`src/rtl/score_pkg.sv`:
```
// Shared definitions for the score display path: FSM states, score width,
// default ceiling and the 7-segment digit patterns used by the decoder.
package score_pkg;

    localparam int unsigned SCORE_W           = 7;
    localparam int unsigned MAX_SCORE_DEFAULT = 99;

    typedef enum logic [1:0] {
        ST_PLAY       = 2'd0,
        ST_OVER_SCORE = 2'd1,
        ST_OVER_HIGH  = 2'd2
    } state_e;

    // Segment pattern {g,f,e,d,c,b,a}, active-high; non-digits render blank.
    function automatic logic [6:0] seg_digit(input logic [3:0] d);
        logic [6:0] seg;
        case (d)
            4'd0:    seg = 7'h3F;
            4'd1:    seg = 7'h06;
            4'd2:    seg = 7'h5B;
            4'd3:    seg = 7'h4F;
            4'd4:    seg = 7'h66;
            4'd5:    seg = 7'h6D;
            4'd6:    seg = 7'h7D;
            4'd7:    seg = 7'h07;
            4'd8:    seg = 7'h7F;
            4'd9:    seg = 7'h6F;
            default: seg = 7'h00;
        endcase
        return seg;
    endfunction

endpackage

```
`src/rtl/blink_timer.sv`:
```
// Half-period timer: counts PERIOD clocks, toggles a phase bit at the end of
// each half-period and flags the last count of the period.
//   clk_i      clock
//   rst_i      asynchronous reset, active-high
//   restart_i  synchronous restart: counter and phase return to 0
//   phase_o    registered toggling phase bit (starts at 0)
//   done_c_o   combinational strobe, high in the last cycle of a period
module blink_timer #(
    parameter int unsigned PERIOD = 4
) (
    input  logic clk_i,
    input  logic rst_i,
    input  logic restart_i,
    output logic phase_o,
    output logic done_c_o
);

    localparam int unsigned CNT_W = $clog2(PERIOD + 1);

    logic [CNT_W-1:0] cnt_q, cnt_d;
    logic             phase_q, phase_d;

    assign done_c_o = (cnt_q == CNT_W'(PERIOD - 1));
    assign phase_o  = phase_q;

    // Next count / phase
    always_comb begin
        cnt_d   = cnt_q + CNT_W'(1);
        phase_d = phase_q;
        if (restart_i) begin
            cnt_d   = '0;
            phase_d = 1'b0;
        end else if (done_c_o) begin
            cnt_d   = '0;
            phase_d = ~phase_q;
        end
    end

    always_ff @(posedge clk_i or posedge rst_i) begin
        if (rst_i) begin
            cnt_q   <= '0;
            phase_q <= 1'b0;
        end else begin
            cnt_q   <= cnt_d;
            phase_q <= phase_d;
        end
    end

endmodule

```
`src/rtl/score_sequencer.sv`:
```
// Score controller for the two-digit display: running score, session high
// score and the play / game-over alternation between score and high score.
//   i_Clk, i_Rst    clock, asynchronous active-high reset
//   i_Add_Pulse     strobe: add i_Add_Amount (saturating at MAX_SCORE)
//   i_Add_Amount    points to add
//   i_Game_Over     strobe: round ended
//   i_Clear         strobe: start a new round (high score kept)
//   o_Score         value for the decoder (score or high score)
//   o_Blank         1 = blank both digits
//   o_High_Score    session high score
//   o_New_Record    last game-over set a new high score
module score_sequencer
    import score_pkg::*;
#(
    parameter int unsigned MAX_SCORE    = MAX_SCORE_DEFAULT,
    parameter int unsigned BLINK_CYCLES = 6_250_000,
    parameter int unsigned PHASE_CYCLES = 25_000_000
) (
    input  logic               i_Clk,
    input  logic               i_Rst,
    input  logic               i_Add_Pulse,
    input  logic [3:0]         i_Add_Amount,
    input  logic               i_Game_Over,
    input  logic               i_Clear,
    output logic [SCORE_W-1:0] o_Score,
    output logic               o_Blank,
    output logic [SCORE_W-1:0] o_High_Score,
    output logic               o_New_Record
);

    localparam logic [7:0] MAX8 = 8'(MAX_SCORE);

    state_e             state_q, state_d;
    logic [SCORE_W-1:0] score_q, score_d;
    logic [SCORE_W-1:0] high_q, high_d;
    logic [SCORE_W-1:0] disp_q, disp_d;
    logic               rec_q, rec_d;
    logic [7:0]         sum;
    logic [SCORE_W-1:0] sat;
    logic [SCORE_W-1:0] fin_score;
    logic               phase_done;
    logic               blink_phase;
    logic               blink_done_unused;
    logic               phase_bit_unused;

    // State register
    always_ff @(posedge i_Clk or posedge i_Rst) begin
        if (i_Rst) state_q <= ST_PLAY;
        else       state_q <= state_d;
    end

    // Next state; clear wins over everything
    always_comb begin
        state_d = state_q;
        if (i_Clear) begin
            state_d = ST_PLAY;
        end else begin
            case (state_q)
                ST_PLAY:       if (i_Game_Over) state_d = ST_OVER_SCORE;
                ST_OVER_SCORE: if (phase_done)  state_d = ST_OVER_HIGH;
                ST_OVER_HIGH:  if (phase_done)  state_d = ST_OVER_SCORE;
                default:       state_d = ST_PLAY;
            endcase
        end
    end

    // Score/high update and display selection; the sum is 8 bits so it never wraps
    always_comb begin
        sum       = 8'(score_q) + 8'(i_Add_Amount);
        sat       = (sum > MAX8) ? SCORE_W'(MAX8) : SCORE_W'(sum);
        score_d   = score_q;
        high_d    = high_q;
        rec_d     = rec_q;
        fin_score = score_q;
        if (i_Clear) begin
            score_d = '0;
            rec_d   = 1'b0;
        end else if (state_q == ST_PLAY) begin
            if (i_Add_Pulse) score_d = sat;
            if (i_Game_Over) begin
                // Points arriving with the game-over strobe still count
                fin_score = score_d;
                if (fin_score > high_q) begin
                    high_d = fin_score;
                    rec_d  = 1'b1;
                end else begin
                    rec_d  = 1'b0;
                end
            end
        end
        disp_d = (state_d == ST_OVER_HIGH) ? high_d : score_d;
    end

    always_ff @(posedge i_Clk or posedge i_Rst) begin
        if (i_Rst) begin
            score_q <= '0;
            high_q  <= '0;
            rec_q   <= 1'b0;
            disp_q  <= '0;
        end else begin
            score_q <= score_d;
            high_q  <= high_d;
            rec_q   <= rec_d;
            disp_q  <= disp_d;
        end
    end

    // Blink only runs in OVER_SCORE; held at phase 0 (visible) elsewhere
    blink_timer #(.PERIOD(BLINK_CYCLES)) u_blink (
        .clk_i     (i_Clk),
        .rst_i     (i_Rst),
        .restart_i ((state_d != ST_OVER_SCORE) || (state_d != state_q)),
        .phase_o   (blink_phase),
        .done_c_o  (blink_done_unused)
    );

    // Phase timer paces the score/high alternation
    blink_timer #(.PERIOD(PHASE_CYCLES)) u_phase (
        .clk_i     (i_Clk),
        .rst_i     (i_Rst),
        .restart_i ((state_d == ST_PLAY) || (state_d != state_q)),
        .phase_o   (phase_bit_unused),
        .done_c_o  (phase_done)
    );

    assign o_Score      = disp_q;
    assign o_Blank      = blink_phase;
    assign o_High_Score = high_q;
    assign o_New_Record = rec_q;

endmodule
```
`config.mk`:
```
export PLATFORM = sky130hd
export DESIGN_NAME = score_sequencer
export DESIGN_NICKNAME = d
export VERILOG_FILES = /design/src/rtl/score_pkg.sv /design/src/rtl/blink_timer.sv /design/src/rtl/score_sequencer.sv
export SDC_FILE = /design/constraint.sdc
export NUM_CORES = 1
export LEC_CHECK = 0
export ABC_CLOCK_PERIOD_IN_PS = 4200
export CAP_MARGIN = 40
export CORE_MARGIN = 10
export CORE_UTILIZATION = 50
export CTS_BUF_LIST = sky130_fd_sc_hd__clkbuf_4
export DETAILED_ROUTE_END_ITERATION = 12
export PLACE_DENSITY = 0.69
export SLEW_MARGIN = 5
export SYNTH_ARGS = -nofsm -noshare
export SYNTH_HDL_FRONTEND = slang
export SYNTH_SLANG_ARGS = --single-unit
```
`constraint.sdc`:
```
create_clock -name i_Clk -period 4.2 [get_ports i_Clk]
set_input_delay 0.84 -clock i_Clk [delete_from_list [all_inputs] [get_ports i_Clk]]
set_output_delay 0.84 -clock i_Clk [all_outputs]
set_load 0.05 [all_outputs]
```
==> PnR_summary.wiki, run 1 <==
{| class="wikitable"
! Metric !! Value
|-
| Period utilization || 96.5%
|-
| Root Driver || sky130_fd_sc_hd__clkbuf_4
|-
| Destination of the worst register-to-register timing path || o_High_Score[1]$_DFF_PP0_
|-
| Overflow left after global routing || 0
|-
| Distinct cell type count after synthesis || 66
|-
| Proportion of netlist area held by the largest area contributor || 43.9%
|-
| Setup_tns || 0 ps
|-
| Maximum clock frequency || 247 MHz
|-
| Depth of the worst register-to-register path || 14
|-
| Synth top area cells || sky130_fd_sc_hd__dfrtp_1 (44%), sky130_fd_sc_hd__nor2_1 (6.7%), sky130_fd_sc_hd__xor2_1 (6.1%), sky130_fd_sc_hd__ha_1 (3.9%), sky130_fd_sc_hd__xnor2_1 (3.4%)
|-
| Hpwl dp || 6690 um
|-
| Number of iterations in the first detailed-routing pass || 4
|-
| Cell taking the most area after synthesis || sky130_fd_sc_hd__dfrtp_1
|-
| Via count of the first global-routing pass || 3264
|-
| Worst min-delay path endpoint || u_blink.cnt_q[0]$_DFF_PP0_
|-
| Vias after detailed routing || 3359
|-
| Worst reg-to-reg setup slack || 540 ps
|-
| Hold buffer count at cts || 0
|-
| Number of nets with antenna violations after detailed routing || 0
|-
| Count of final max-slew check failures || 0
|-
| Largest buffer count on any clock path || 2
|-
| Final hold viol count || 0
|-
| Mapped cell area || 0.00417 mm^2
|-
| Overall routed net length || 9080 um
|-
| Proportion of synthesized chip area in sequential cells || 43.9%
|-
| Number of primary I/O pins || 25
|-
| Maximum fanout along the worst path || 6
|-
| Post-detailed-route DRC marker count || 0
|-
| Final weighted congestion of routability-driven global placement || 0.907
|-
| Relative slew slack || 47.3%
|-
| Post-layout net count || 521
|-
| Maximum number of pins on one net before global-route repair || 47
|-
| CORE AREA || 0.00818 mm^2
|-
| Commonest cells in the netlist || sky130_fd_sc_hd__nor2_1 (74), sky130_fd_sc_hd__dfrtp_1 (73), sky130_fd_sc_hd__nand2_1 (33)
|-
| Synthesized flop and latch total || 73
|-
| Share of layout cells above drive strength 1 || 15.5%
|-
| Initial Util || 50.9%
|-
| Clock H-tree levels || 3
|-
| Average detailed-routed wire length per instance || 14.9 um
|-
| Clock transition at path regs || 140 ps
|-
| Power Dens Cells || 307 mW/mm^2
|-
| Required @ worst endpoint || 4540 ps
|-
| Largest clock skew in the final design || 23.8 ps
|-
| Number of enable flip-flop cells after synthesis || 0
|-
| R2r startpoint || score_q[2]$_DFF_PP0_
|-
| Most frequently used cell type in the post-synthesis netlist || sky130_fd_sc_hd__nor2_1
|-
| Hold depth || 1
|-
| Input/output buffers || 24
|-
| Warnings from Yosys || 0
|-
| Worst supply voltage drop on vdd || 0.167 mV
|-
| Arr. time, crit path || 4400 ps
|-
| Clock period minus worst slack || 4050 ps
|-
| Crit end category || flip-flop
|-
| Worst Min Path Start || u_blink.cnt_q[0]$_DFF_PP0_
|-
| Category of the worst setup path launch point || primary input
|-
| Die height || 111 um
|-
| Number of antenna violations at the first check in global routing || 0
|-
| Total routing usage reported by global routing || 14.8%
|-
| Async set or reset register ratio after synthesis || 100%
|-
| Number of clock buffers inserted by TritonCTS || 9
|-
| Utilization after layout || 59.5%
|-
| Tightest Pin Transition || 791 ps
|-
| Leakage power || 2.08 nW
|-
| Total die area || 0.0124 mm^2
|-
| Startpoint-to-endpoint class of the critical path || primary input to flip-flop
|-
| Mean number of vias per cell || 5.52
|-
| Max-cap violations || 0
|-
| Net count after synthesis || 469
|-
| Sink Count || 73
|-
| Cells after Synth || 446
|-
| DRC marker count from the first detailed-route iteration || 230
|-
| Dominant synthesized flop cell || sky130_fd_sc_hd__dfrtp_1
|-
| Worst min-delay path category || flip-flop to flip-flop
|-
| Outcome || finished, final reports clean
|-
| Diodes inserted || 0
|-
| Count of standard-cell rows || 33
|-
| Global-route wire length before repair || 15600 um
|-
| Synthesized area per cell || 9.34 um^2
|-
| TritonCTS clock tree || built
|-
| Number of inserted filler cells in the final layout || 728
|-
| Die boundary width || 111 um
|-
| Setup violators final || 0
|-
| Clk_lat worst skew || 430 ps
|-
| Growth of design area from synthesis to finish || 16.7%
|}
==> layout by cell type, fill, tap and decap left out, types with 2 or more instances in the layout <==
cell type	instances
sky130_fd_sc_hd__nor2_1	73
sky130_fd_sc_hd__dfrtp_1	73
sky130_fd_sc_hd__nand2_1	33
sky130_fd_sc_hd__buf_4	33
sky130_fd_sc_hd__xor2_1	29
sky130_fd_sc_hd__clkdlybuf4s50_1	24
sky130_fd_sc_hd__nand3_1	23
sky130_fd_sc_hd__inv_1	19
sky130_fd_sc_hd__a21oi_1	16
sky130_fd_sc_hd__xnor2_1	16
sky130_fd_sc_hd__nor3_1	15
sky130_fd_sc_hd__nand4_1	13
sky130_fd_sc_hd__ha_1	13
sky130_fd_sc_hd__clkbuf_4	9
sky130_fd_sc_hd__and3_1	8
sky130_fd_sc_hd__o21ai_0	8
sky130_fd_sc_hd__and2_1	7
sky130_fd_sc_hd__or3_1	6
sky130_fd_sc_hd__mux2_2	5
sky130_fd_sc_hd__nor4b_1	4
sky130_fd_sc_hd__or2_2	3
sky130_fd_sc_hd__o22ai_1	3
sky130_fd_sc_hd__a21o_1	3
sky130_fd_sc_hd__and4_1	3
sky130_fd_sc_hd__mux2i_1	3
sky130_fd_sc_hd__o21a_1	2
sky130_fd_sc_hd__nand3b_1	2
sky130_fd_sc_hd__a211oi_1	2
sky130_fd_sc_hd__a31o_2	2
sky130_fd_sc_hd__nor4_1	2
sky130_fd_sc_hd__o221ai_1	2
sky130_fd_sc_hd__nor2_2	2
sky130_fd_sc_hd__a311oi_1	2
sky130_fd_sc_hd__o221a_2	2
sky130_fd_sc_hd__o311a_1	2
sky130_fd_sc_hd__clkinv_2	2
sky130_fd_sc_hd__clkinv_4	2
==> critical path, cell delays in order <==
cell and delay (ps):
sky130_fd_sc_hd__clkdlybuf4s50_1 460, sky130_fd_sc_hd__ha_1 370, sky130_fd_sc_hd__a211o_4 380, sky130_fd_sc_hd__and2_4 150, sky130_fd_sc_hd__a311o_1 310, sky130_fd_sc_hd__buf_4 160, sky130_fd_sc_hd__o41ai_2 360, sky130_fd_sc_hd__ha_1 310
sky130_fd_sc_hd__nand4_1 110, sky130_fd_sc_hd__o21ai_0 80, sky130_fd_sc_hd__o221ai_1 330, sky130_fd_sc_hd__or2_4 230, sky130_fd_sc_hd__nand2_1 70, sky130_fd_sc_hd__a221oi_2 220
==> worst max-delay path by stage <==
stage / start / to / cells past startpoint
after detailed placement: i_Add_Amount[0] / o_High_Score[1]$_DFF_PP0_ / 16
after global routing: i_Add_Amount[1] / o_High_Score[1]$_DFF_PP0_ / 15
after global placement: i_Add_Amount[0] / o_High_Score[0]$_DFF_PP0_ / 17
after CTS: i_Add_Amount[0] / o_High_Score[1]$_DFF_PP0_ / 16
after floorplan: i_Add_Amount[0] / o_High_Score[1]$_DFF_PP0_ / 16
final: i_Add_Amount[1] / o_Score[2]$_DFF_PP0_ / 14
==> sequential cells by signal, indices dropped and copies added, names as in the netlist <==
register,flops
o_Score,7
state_q,2
u_phase.cnt_q,25
o_New_Record,1
score_q,7
u_blink.phase_o,1
u_blink.cnt_q,23
o_High_Score,7
==> metal layers <==
| metal | share of wire [%] | routed length, um | up-vias | track usage (%) |
|---|---|---|---|---|
| met3 | 4.5 | 413 | 8 | 3.30 |
| li1 | - | - | 1669 | - |
| met1 | 49 | 4430 | 1617 | 20.0 |
| met5 | 0 | 0 | - | 0 |
| met2 | 46 | 4150 | 65 | 22.7 |
| met4 | 0.92 | 84 | 0 | 5.06 |
==> report_power, final <==
part,switching (mW),internal [mW]
registers,0.0212,0.721
logic,0.176,0.118
clock network,0.265,0.187
==> final cells by class <==
type / instances / area (um^2) / share of cell area, %
inverter: 20 / 75.1 / 1.54
clock buffer: 9 / 67.6 / 1.39
clock inverter: 7 / 77.6 / 1.60
timing repair buffer: 57 / 488 / 10.0
tap: 105 / 131 / 2.70
sequential: 73 / 1830 / 37.6
multi-input combinational: 337 / 2190 / 45.1
==> cells by family (layout without fill, tap and decap cells) <==
| kind of cell | Yosys count | count (layout) | synth area share, % |
|---|---|---|---|
| multiplexers | 9 | 9 | 2.34 |
| adder cells (fa/ha/maj) | 14 | 14 | 4.39 |
| XOR/XNOR | 45 | 45 | 9.46 |
| buffers and inverters | 36 | 93 | 3.90 |
| AO/OA/AOI/OAI | 64 | 64 | 11.6 |
| AND/OR/NAND/NOR | 205 | 205 | 24.5 |
| flip-flops | 73 | 73 | 43.9 |
==> through the flow <==
step	worst slack (ps)	instances	instance area, um^2	hold WS, ps	total power [mW]
floorplan	40.0	446	4170	455	0.938
global route	-14.2	608	4860	532	1.56
CTS	79.8	607	4840	500	1.50
global placement	-179	591	4690	471	1.04
detailed placement	-369	591	4690	481	1.05
finish	148	608	4860	499	1.49
==> timing repair <==
item / 4_1_cts / 5_1_grt
buffers inserted: 0 / 1
endpoints found under the setup margin: 0 / 7
resized for setup: 0 / 6
No activity file was read; power rests on OpenSTA's default activity.
==> inputs of run 2 (changes only) <==
--- a/config.mk
+++ b/config.mk
@@ -12,7 +12,10 @@
 export CTS_BUF_LIST = sky130_fd_sc_hd__clkbuf_4
 export DETAILED_ROUTE_END_ITERATION = 12
 export PLACE_DENSITY = 0.69
+export SKIP_CTS_REPAIR_TIMING = 1
+export SKIP_LAST_GASP = 1
 export SLEW_MARGIN = 5
 export SYNTH_ARGS = -nofsm -noshare
 export SYNTH_HDL_FRONTEND = slang
+export SYNTH_HIERARCHICAL = 1
 export SYNTH_SLANG_ARGS = --single-unit
==> run 2 against run 1 <==
  * Critical endpoint is now o_High_Score[1]$_DFF_PP0_
  * Highest routed layer unchanged
  * Largest cell class unchanged
  * Register-to-register slack gained 160 ps
  * Die area shrank 0.39%
  * Critical path type unchanged
  * Hold slack lost 4.8 ps
  * Area after synthesis shrank 0.48%
  * Power grew 15%
  * Clock skew shrank 12 ps
==> PnR_summary.wiki, run 2 <==
{| class="wikitable"
! Metric !! Value
|-
| Clock transition at path regs || 130 ps (about the same)
|-
| Growth of design area from synthesis to finish || 16.7% (about the same)
|-
| Net count after synthesis || 465 (-0.85%)
|-
| Number of iterations in the first detailed-routing pass || 5 (+1)
|-
| Period utilization || 92.4% (-4.0 points)
|-
| Required @ worst endpoint || 4520 ps (-20 ps)
|-
| Vias after detailed routing || 3401 (+1.3%)
|-
| Arr. time, crit path || 4210 ps (-190 ps)
|-
| Number of nets with antenna violations after detailed routing || 0 (unchanged)
|-
| Power Dens Cells || 355 mW/mm^2 (+16%)
|-
| Mapped cell area || 0.00415 mm^2 (-0.48%)
|-
| Overall routed net length || 9380 um (+3.3%)
|-
| Setup repair after global routing missed its margin || no
|-
| Max-cap violations || 0 (unchanged)
|-
| Sequential Power Share || 45.7% (-4.1 points)
|-
| Outcome || finished, final reports clean
|-
| CORE AREA || 0.00813 mm^2 (-0.51%)
|-
| Final hold viol count || 0 (unchanged)
|-
| Number of clock buffers inserted by TritonCTS || 9 (unchanged)
|-
| Category of the worst setup path launch point || primary input
|-
| Switching power share of the total || 34.9% (+3.8 points)
|-
| Worst supply voltage drop on vdd || 0.417 mV (+150%)
|-
| Depth of the worst register-to-register path || 15 (+1)
|-
| Total buffers and inverters traversed by the critical path || 1 (-1)
|-
| Max FFs per register || 25 (unchanged)
|-
| Worst reg-to-reg setup slack || 700 ps (+160 ps)
|-
| Clock network fraction of total power || 27.0% (-3.4 points)
|-
| Hpwl dp || 6940 um (+3.8%)
|-
| Number of antenna violations at the first check in global routing || 0 (unchanged)
|-
| Post-layout net count || 513 (-1.5%)
|-
| DRC marker count from the first detailed-route iteration || 187 (-19%)
|-
| Count of standard-cell rows || 33 (unchanged)
|-
| Clock period minus worst slack || 3880 ps (-170 ps)
|-
| Initial Util || 51.0% (about the same)
|-
| Summed area of non-filler cells in the final layout || 0.00484 mm^2 (-0.51%)
|-
| Count of final max-slew check failures || 0 (unchanged)
|-
| Setup violators final || 0 (unchanged)
|-
| Most frequent cells in the layout || sky130_fd_sc_hd__dfrtp_1 (73), sky130_fd_sc_hd__nor2_1 (61), sky130_fd_sc_hd__nand2_1 (33), sky130_fd_sc_hd__a21oi_1 (27), sky130_fd_sc_hd__buf_4 (25)
|-
| Maximum clock frequency || 258 MHz (+4.4%)
|-
| TritonCTS clock tree || built
|-
| Cells after Synth || 442 (-0.90%)
|-
| Cells along the critical path || clkdlybuf4s50_1 -> ha_1 -> fa_1 -> nand3_1 -> and2_4 -> xnor2_1 -> a211oi_2 -> o2111ai_1 -> nand3_1 -> ha_1 -> a211o_1 -> a21oi_1 -> o21ai_1 -> o221ai_1 -> o21bai_2 -> mux2_2
|-
| Largest delay share family, worst path || compound AO/OA/AOI/OAI gates
|-
| Overflow left after global routing || 0 (unchanged)
|-
| Hold depth || 1 (unchanged)
|-
| Most common cell after layout, fill and taps aside || sky130_fd_sc_hd__dfrtp_1
|-
| Maximum number of pins on one net before global-route repair || 24 (-49%)
|-
| Destination of the worst register-to-register timing path || o_High_Score[1]$_DFF_PP0_
|-
| Clk_lat worst skew || 430 ps (about the same)
|-
| Via count of the first global-routing pass || 3443 (+5.5%)
|-
| Tightest Pin Transition || 781 ps (-10.5 ps)
|-
| Sink Count || 73 (unchanged)
|-
| Delay contributed by the slowest stage of the critical path || 410 ps (-50 ps)
|-
| Final weighted congestion of routability-driven global placement || 0.910 (+0.31%)
|-
| Synthesized area per cell || 9.38 um^2 (+0.42%)
|-
| Maximum fanout along the worst path || 6 (unchanged)
|-
| Largest buffer count on any clock path || 2 (unchanged)
|-
| Cell with the largest stage delay on the worst path || sky130_fd_sc_hd__clkdlybuf4s50_1
|-
| Worst min-delay path endpoint || u_phase/cnt_q[0]$_DFF_PP0_
|-
| Die height || 111 um (-0.20%)
|-
| Placement-stage cell area || 0.00469 mm^2 (-0.13%)
|-
| Number of primary I/O pins || 25 (unchanged)
|-
| Worst min-delay path category || flip-flop to flip-flop
|-
| Input/output buffers || 24 (unchanged)
|-
| Total routing usage reported by global routing || 15.5% (+0.68 points)
|-
| Power consumption || 1.72 mW (+15%)
|-
| Total internal power || 1.12 mW (+8.8%)
|-
| Clock H-tree levels || 3 (unchanged)
|-
| R2r startpoint || score_q[0]$_DFF_PP0_
|-
| Warnings from Yosys || 6 (+6)
|-
| Setup_tns || 0 ps (unchanged)
|-
| Worst Min Path Start || u_phase/cnt_q[0]$_DFF_PP0_
|-
| Share of layout cells above drive strength 1 || 14.1% (-1.4 points)
|-
| Die boundary width || 111 um (-0.20%)
|-
| Startpoint-to-endpoint class of the critical path || primary input to flip-flop
|-
| Logic pwr share || 27.3% (+7.5 points)
|-
| Mean number of vias per cell || 5.67 (+2.6%)
|-
| Leakage power || 2.02 nW (-2.7%)
|-
| Global-route wire length before repair || 16400 um (+4.8%)
|-
| Average detailed-routed wire length per instance || 15.6 um (+4.7%)
|-
| Biggest registers after layout || u_phase/cnt_q x25, u_blink/cnt_q x23
|-
| Post-detailed-route DRC marker count || 0 (unchanged)
|-
| Crit end category || flip-flop
|-
| Diodes inserted || 0 (unchanged)
|-
| Total die area || 0.0123 mm^2 (-0.39%)
|-
| Largest clock skew in the final design || 11.6 ps (-12.2 ps)
|-
| Root Driver || sky130_fd_sc_hd__clkbuf_4
|-
| Relative slew slack || 48.0% (+0.70 points)
|-
| Top reg by flops || u_phase/cnt_q
|-
| Switching Power || 599 uW (+30%)
|}
run 2: routing by layer:
layer / GRT usage [%] / wire length, um
met1: 20.6 / 4420
met2: 24.0 / 4410
met3: 3.52 / 431
met4: 5.66 / 118
met5: 0 / 0
run 2: worst max path at each step:
stage / from / endpoint / slack, ps / cells past startpoint
6_report: i_Add_Amount[0] / o_High_Score[1]$_DFF_PP0_ / 320 / 16
5_1_grt: i_Add_Amount[0] / o_High_Score[0]$_DFF_PP0_ / 20 / 17
4_1_cts: i_Add_Amount[0] / o_High_Score[4]$_DFF_PP0_ / 250 / 16
3_5_place_dp: i_Add_Amount[0] / o_High_Score[1]$_DFF_PP0_ / -200 / 16
3_3_place_gp: i_Add_Amount[0] / o_High_Score[1]$_DFF_PP0_ / -90 / 16
2_1_floorplan: i_Add_Amount[0] / o_High_Score[1]$_DFF_PP0_ / 340 / 15
run 2: metrics by stage:
stage / worst slack (ps) / util (%) / cells / hold slack, ps
6_report: 317 / 59.5 / 600 / 495
5_1_grt: 20.6 / 59.5 / 600 / 527
4_1_cts: 248 / 59.4 / 600 / 499
3_5_place_dp: -199 / 57.6 / 584 / 480
3_3_place_gp: -86.1 / 56.8 / 581 / 472
2_1_floorplan: 336 / - / 442 / 448
run 2: power by group through the flow:
stage,Sequential (mW),Clock [mW],Combinational (mW)
final,0.784,0.464,0.469
after global routing,0.791,0.505,0.517
after CTS,0.784,0.476,0.468
after detailed placement,0.796,0,0.463
after global placement,0.797,0,0.453
after floorplan,0.896,0,0.191
run 2: area by class of cell:
cell class | instances | area [um^2]
well taps | 105 | 131
repair buffers | 52 | 498
clock buffers | 9 | 67.6
inverters | 20 | 75.1
flip-flops and latches | 73 | 1830
multi-input cells | 334 | 2160
fillers | 712 | 3300
clock inverters | 7 | 76.3
